--- config.mk ---
export PLATFORM = sky130hd
export DESIGN_NAME = dataram_copy_arbiter
export DESIGN_NICKNAME = d
export VERILOG_FILES = /design/src/rtl/dataram_copy_arbiter.sv
export SDC_FILE = /design/constraint.sdc
export NUM_CORES = 1
export LEC_CHECK = 0
export ABC_CLOCK_PERIOD_IN_PS = 2000
export CAP_MARGIN = 20
export CORE_MARGIN = 2
export CORE_UTILIZATION = 41
export CTS_CLUSTER_DIAMETER = 200
export CTS_CLUSTER_SIZE = 10
export DETAILED_ROUTE_END_ITERATION = 6
export PLACE_DENSITY = 0.78
export SYNTH_ARGS = -nofsm -noshare
export SYNTH_HDL_FRONTEND = slang
export SYNTH_SLANG_ARGS = --single-unit
--- constraint.sdc ---
create_clock -name CLK -period 2 [get_ports CLK]
set_clock_uncertainty 0.05 [all_clocks]
set_input_delay 0.4 -clock CLK [delete_from_list [all_inputs] [get_ports CLK]]
set_output_delay 0.4 -clock CLK [all_outputs]
set_load 0.1 [all_outputs]
--- src/rtl/dataram_copy_arbiter.sv ---
// Arbitrates the 256x8 data RAM between the CPU port (absolute priority) and a block-copy engine.
// Optional fill mode (constant-value block write) is enabled by defining DATARAM_COPY_FILL_EN.
module dataram_copy_arbiter (
    input  logic       CLK,
    input  logic       Reset,
    input  logic       CpuRead,
    input  logic       CpuWrite,
    input  logic [7:0] CpuAddr,
    input  logic [7:0] CpuDataIn,
    output logic [7:0] CpuDataOut,
    input  logic       Start,
    input  logic [7:0] SrcAddr,
    input  logic [7:0] DstAddr,
    input  logic [7:0] Length,
`ifdef DATARAM_COPY_FILL_EN
    input  logic       FillMode,
    input  logic [7:0] FillValue,
`endif
    output logic       Busy,
    output logic       Done,
    output logic [7:0] RamAddr,
    output logic       RamRead,
    output logic       RamWrite,
    output logic [7:0] RamDataIn,
    input  logic [7:0] RamDataOut
);

    typedef enum logic [1:0] {S_IDLE, S_RD, S_WR, S_DONE} state_t;

    state_t     state_q, state_d;
    logic [7:0] src_q, src_d;
    logic [7:0] dst_q, dst_d;
    logic [7:0] cnt_q, cnt_d;
    logic [7:0] hold_q, hold_d;
    logic       fill_q, fill_d;
    logic [7:0] fval_q, fval_d;
    logic       fill_start;
    logic [7:0] fval_start;

    logic       cpu_act;
    logic [7:0] eng_addr;
    logic       eng_rd;
    logic       eng_wr;
    logic [7:0] eng_din;

    assign cpu_act = CpuRead | CpuWrite;

`ifdef DATARAM_COPY_FILL_EN
    assign fill_start = FillMode;
    assign fval_start = FillValue;
`else
    assign fill_start = 1'b0;
    assign fval_start = 8'h00;
`endif

    always_ff @(posedge CLK) begin
        if (Reset) begin
            state_q <= S_IDLE;
            src_q   <= 8'h00;
            dst_q   <= 8'h00;
            cnt_q   <= 8'h00;
            hold_q  <= 8'h00;
            fill_q  <= 1'b0;
            fval_q  <= 8'h00;
        end else begin
            state_q <= state_d;
            src_q   <= src_d;
            dst_q   <= dst_d;
            cnt_q   <= cnt_d;
            hold_q  <= hold_d;
            fill_q  <= fill_d;
            fval_q  <= fval_d;
        end
    end

    // Engine only advances on cycles the CPU leaves the RAM idle.
    always_comb begin
        state_d = state_q;
        src_d   = src_q;
        dst_d   = dst_q;
        cnt_d   = cnt_q;
        hold_d  = hold_q;
        fill_d  = fill_q;
        fval_d  = fval_q;
        case (state_q)
            S_IDLE: begin
                if (Start) begin
                    if (Length != 8'h00) begin
                        src_d   = SrcAddr;
                        dst_d   = DstAddr;
                        cnt_d   = Length;
                        fill_d  = fill_start;
                        fval_d  = fval_start;
                        state_d = fill_start ? S_WR : S_RD;
                    end else begin
                        state_d = S_DONE;
                    end
                end
            end
            S_RD: begin
                if (!cpu_act) begin
                    hold_d  = RamDataOut;
                    state_d = S_WR;
                end
            end
            S_WR: begin
                if (!cpu_act) begin
                    src_d = src_q + 8'h01;
                    dst_d = dst_q + 8'h01;
                    cnt_d = cnt_q - 8'h01;
                    if (cnt_q == 8'h01) begin
                        state_d = S_DONE;
                    end else begin
                        state_d = fill_q ? S_WR : S_RD;
                    end
                end
            end
            default: state_d = S_IDLE;
        endcase
    end

    always_comb begin
        eng_addr = 8'h00;
        eng_rd   = 1'b0;
        eng_wr   = 1'b0;
        eng_din  = 8'h00;
        case (state_q)
            S_RD: begin
                eng_addr = src_q;
                eng_rd   = 1'b1;
            end
            S_WR: begin
                eng_addr = dst_q;
                eng_wr   = 1'b1;
                eng_din  = fill_q ? fval_q : hold_q;
            end
            default: ;
        endcase
    end

    // CPU passes straight through, even during Reset; the engine is silenced while Reset is high.
    always_comb begin
        if (cpu_act) begin
            RamAddr   = CpuAddr;
            RamRead   = CpuRead;
            RamWrite  = CpuWrite;
            RamDataIn = CpuDataIn;
        end else if (Reset) begin
            RamAddr   = 8'h00;
            RamRead   = 1'b0;
            RamWrite  = 1'b0;
            RamDataIn = 8'h00;
        end else begin
            RamAddr   = eng_addr;
            RamRead   = eng_rd;
            RamWrite  = eng_wr;
            RamDataIn = eng_din;
        end
    end

    assign CpuDataOut = CpuRead ? RamDataOut : 8'h00;
    assign Busy       = (state_q == S_RD) || (state_q == S_WR);
    assign Done       = (state_q == S_DONE);

endmodule

-- Word level (Yosys, flattened, before mapping)
Index checks and enable logic that the tools add are counted.
- output and inout port bits: 28
- register bits: 34
- multiplexer cells: 31
- reductions and logical operators: 7
- $add $sub $neg: 3
- bitwise gates (word level): 2
- eq/ne operators: 8
- operator list (operator ; number):
    $mux 8 ; 15
    $pmux 8 s2 ; 4
    $add 8x1->8 const B ; 2
    $mux 2 ; 5
    $eq 8x1->1 const B ; 1
    $ne 2x2->1 const B ; 4
    $reduce_bool 8->1 ; 1
    $sub 8x1->8 const B ; 1
    $mux 1 ; 6
    $pmux 2 s3 ; 1
    $eq 2x2->1 const B ; 2
    $reduce_and 4->1 ; 1
    $reduce_and 3->1 ; 1
    $eq 2x1->1 const B ; 1
    $logic_not 2->1 ; 1
    $reduce_and 2->1 ; 1
    $reduce_bool 2->1 ; 1
    $logic_or 1x1->1 ; 1
    $not 1->1 ; 1
    $or 1x1->1 ; 1

-- Longest topological paths before layout
- word-level depth: 4
- depth in mapped cells: 9
- depth with buffers taken out: 6

-- Worst setup path after synthesis
OpenSTA, ideal clock, no wires.
- path type: register -> output
- from: register state_q[0]
- to: output RamAddr[0]
- required time: 1.550 ns
- setup slack: -2.263 ns
- arrival: 3.813 ns
- stages on the path, launching flop included: 5
- cells stage by stage: dfxtp_1 -> inv_1 -> ha_1 -> nand3_1 -> o21ai_0
- longest elaborated chain between the ends: 4
- ends and longest elaborated chain (element ; line ; text):
    start: declaration ; 30 ; state_t state_q, state_d;
    start signal: assignment ; 66 ; state_q <= state_d;
    $eq 2x2->1 or $eq 2x1->1 (tied branches) ; 127 ; case (state_q)
    $pmux 8 s2 * ; 127 ;
    $mux 8 * ; 148 ; end else if (Reset) begin
    $mux 8 * ; 143 ; if (cpu_act) begin
    end: declaration ; 21 ; output logic [7:0] RamAddr,
Mark *: on every way between the ends. The rest lies on a longest branch, timed or not.

-- Worst setup path after layout
- from: register state_q[1]
- to: output RamDataIn[6]
- longest elaborated chain between the ends: 4
- ends and longest elaborated chain (element ; line ; text):
    $eq 2x2->1 ; 127 ;
    $mux 8 ; 127 ;
    $mux 8 ; 148 ;
    $mux 8 ; 143 ;
    end: declaration ; 24 ; output logic [7:0] RamDataIn,
Every way passes these cells.

==> metrics.yaml <==
setup_path:
  worstSetupEndpointType: "output pin"
  critPathMostFrequentCell: "buf_6"
  cp_slowest_stage_delay_ns: 0.35
  worstSetupPathType: "flop to output pin"
  critPathLaunchType: "flop"
  cpLargestDelayFamily: "buffers and inverters"
  rrSetupSlack_ns: -0.04
  critPathSlowestCell: "dfxtp_2"
  worstPathRequired_ns: 1.55
  cp_num_buf_inv: 3
  path_cells: "buf_6 -> ha_4 -> and3_4 -> buf_6 -> a22o_4 -> buf_12"
  crit_path_max_fanout: 5
  worstPathArrival_ns: 1.62
synthesis:
  synth_flop_cell: "dfxtp_1"
  synth_cell_types: 45
  synth.avg_cell_area_um2: 7.67
  synth_enable_flop_cells: 0
  synth.yosys.seq_area_share: 0.293
  synth_seq_cells: 34
  syn-cell-area_um2: 2320
  async_flop_share: 0
  synth_nets: 365
  yosysWarnings: 0
  synth_cells: 303
cells_and_area:
  nNetsFinal: 481
  fin_area_um2: 4440
  num-fill-cells: 314
  final_cells: 492
  n_antenna_cell: 0
  synthToLayoutAreaGrowth_pct: 91.0
  drive_above_1_share: 0.379
routing:
  route.met3.wl_um: 617
  drtIter0Drc: 289
  finalWirelength_um: 9420
  met2_length_um: 4840
  viasPerCell: 6.18
  wl_per_cell_um: 19.1
  drc_errors: 0
  via_count: 3043
  first_pass_iters: 5
  maxUsedRoutingLayer: "met4"
  ant_nets: 0
  wl_met1_um: 3640
global_route:
  grt_pass1_wl_um: 14200
  antenna_found_initial: 0
  grt_max_degree: 36
  grt_usage: 0.288
  overflow: 0
  grt_pass1_vias: 3063
floorplanning:
  chipWidth_um: 79.3
  initial_core_util: 0.422
  core_um2: 5510
  die_y_um: 79.3
  boundaryPins: 81
  die_area_um2: 6290
  rows: 27
placed_design:
  port_buffers: 80
  placed_area_um2: 4030
  gp_congestion: 0.899
  dpl.cell_count: 471
  hpwl_um: 6320
cts:
  clock_latency_ns: 0.29
  cts_sinks: 34
  clockBufferDepth: 2
  numCtsBuffers: 5
  cts-root-buf: "clkbuf_8"
  htreeDepth: 2
  cts_tree: "built"
  clk_pin_slew_worst_paths_ns: 0.08
  ctsHoldBuffers: 0
run_status:
  violations: "negative setup slack"
  status: "finished with violations"
job:
  maxCapViolations: 0
sta:
  drv_slew: 0
  setup_ws_ns: -0.0730
  fmax_ghz: 0.482
  fin_tns_setup_ns: -0.957
  min_period_ns: 2.07
  setup_viol: 24
  slew_headroom: 0.589
  hold_ws_ns: 0.430
  grt_setup_unrepaired: "yes"
  worst_pin_slew_ns: 0.615
  report.final.hold_viol_count: 0
  finalCritPeriodShare: 1.04
power:
  powerDensity_nw_per_um2: 1210
  ir_drop_uv: 1330
  p_leak_nw: 1.73
min_path:
  hold_path_class: "flop to flop"
cells by family (layout without fill, tap and decap cells):
group	count (synthesis)	count (layout)	share of synthesized area
AOI/OAI and AO/OA	113	113	0.355
and+or+nand+nor	105	106	0.219
buffers and inverters	38	154	0.0673
DFF	34	34	0.293
adders and majority gates	9	9	0.0485
muxes	4	4	0.0172
final timing paths:
check,startpoint,endpoint,cells past startpoint
max,state_q[1]$_SDFFE_PP0P_,RamDataIn[6],6
min,hold_q[7]$_SDFFE_PP0P_,hold_q[7]$_SDFFE_PP0P_,2
max reg2reg,state_q[0]$_SDFFE_PP0P_,dst_q[6]$_SDFFE_PP0P_,7
min reg2reg,hold_q[7]$_SDFFE_PP0P_,hold_q[7]$_SDFFE_PP0P_,2
layout make-up:
cell class	count	area [um2]	area share
clock inverter	3	45.0	0.0102
sequential	34	683	0.154
multi-input combinational	232	1920	0.432
tap	72	90.1	0.0203
timing repair buffer	134	1580	0.356
clock buffer	5	68.8	0.0155
inverter	12	55.1	0.0124
report_power, final:
| part | leakage, nW | internal, W | switching [W] | total, W |
|---|---|---|---|---|
| sequential | 0.280 | 0.000911 | 0.000312 | 0.00122 |
| combinational | 1.40 | 0.00165 | 0.00185 | 0.00350 |
| clock | 0.0504 | 0.000371 | 0.000285 | 0.000656 |
cells in the mapped netlist (2+ instances only):
master      n  area, um2
and3_1     10       62.6
a311oi_1    4       35.0
mux2i_1     4       40.0
o21ai_0    18       90.1
nor2_1      7       26.3
or4_1       3       22.5
o31ai_1     2       15.0
a211oi_1    3       22.5
inv_1      11       41.3
buf_2       5       25.0
a22o_1      8       70.1
o32ai_1    16        140
nand4_1     2       12.5
a21oi_1    24        120
o221a_2     3       33.8
nor2b_1     2       12.5
nand3_1     5       25.0
a22oi_1     9       67.6
or2_2       2       12.5
clkbuf_1   20       75.1
o211a_1     8       80.1
and2_1      9       56.3
a221oi_1    4       35.0
nor4_1      5       31.3
nand2_1    52        195
a2bb2oi_1   3       26.3
nor3_1      4       20.0
ha_1        9        113
a31oi_1     2       12.5
dfxtp_1    34        681
repair_timing:
| action | CTS | global route |
|---|---|---|
| gates resized for setup | 38 | 20 |
| setup endpoints to repair | 43 | 43 |
| buffers inserted | 9 | 2 |
| cloned | 1 | 1 |
| pin swaps | 14 | 5 |
through the flow:
| stage | utilization | worst slack [ns] | power [W] |
|---|---|---|---|
| finish | 0.806 | -0.0730 | 0.00538 |
| global route | 0.806 | -0.114 | 0.00561 |
| CTS | 0.786 | -0.0882 | 0.00509 |
| detailed placement | 0.731 | -0.586 | 0.00416 |
| global placement | 0.731 | -0.533 | 0.00409 |
| floorplan | - | -0.199 | 0.00319 |
layer usage:
layer,vias up,GRT usage
met5,-,0
met4,0,0.126
met3,38,0.0591
met2,173,0.514
met1,1440,0.331
li1,1392,-
layout by cell type, fill, tap and decap left out, types with 3 or more instances in the layout:
cell type	synthesis	layout
a221oi_1	4	4
o221a_2	3	3
clkdlybuf4s50_1	0	44
a21oi_2	1	3
a311oi_2	0	3
or4_4	0	3
inv_1	11	9
and3_1	10	4
and3_4	0	6
nor3_1	4	4
ha_4	0	4
o32ai_2	0	5
o21ai_4	0	8
clkbuf_8	0	5
nand2_1	52	51
a21oi_1	24	21
dlygate4sd2_1	0	3
a2bb2oi_1	3	3
o32ai_1	16	11
buf_12	0	31
nand3_1	5	4
nor2_1	7	6
o21ai_0	18	10
a211oi_1	3	3
nor4_1	5	5
buf_4	0	37
ha_1	9	5
a22oi_2	0	8
dfxtp_1	34	32
and2_1	9	8
mux2i_1	4	4
o211a_1	8	8
buf_6	1	13
a22o_4	0	8
flip-flops by register name, indices dropped and copies added (netlist names):
register	cells
dst_q	8
cnt_q	8
state_q	2
src_q	8
hold_q	8
worst min-delay path: cells and delay by family (launching register included):
| kind | cells | cell delay [ns] |
|---|---|---|
| DFF | 1 | 0.32 |
| and+or+nand+nor | 1 | 0.06 |
| AOI/OAI and AO/OA | 1 | 0.05 |
(Power assumes the default switching activity.)
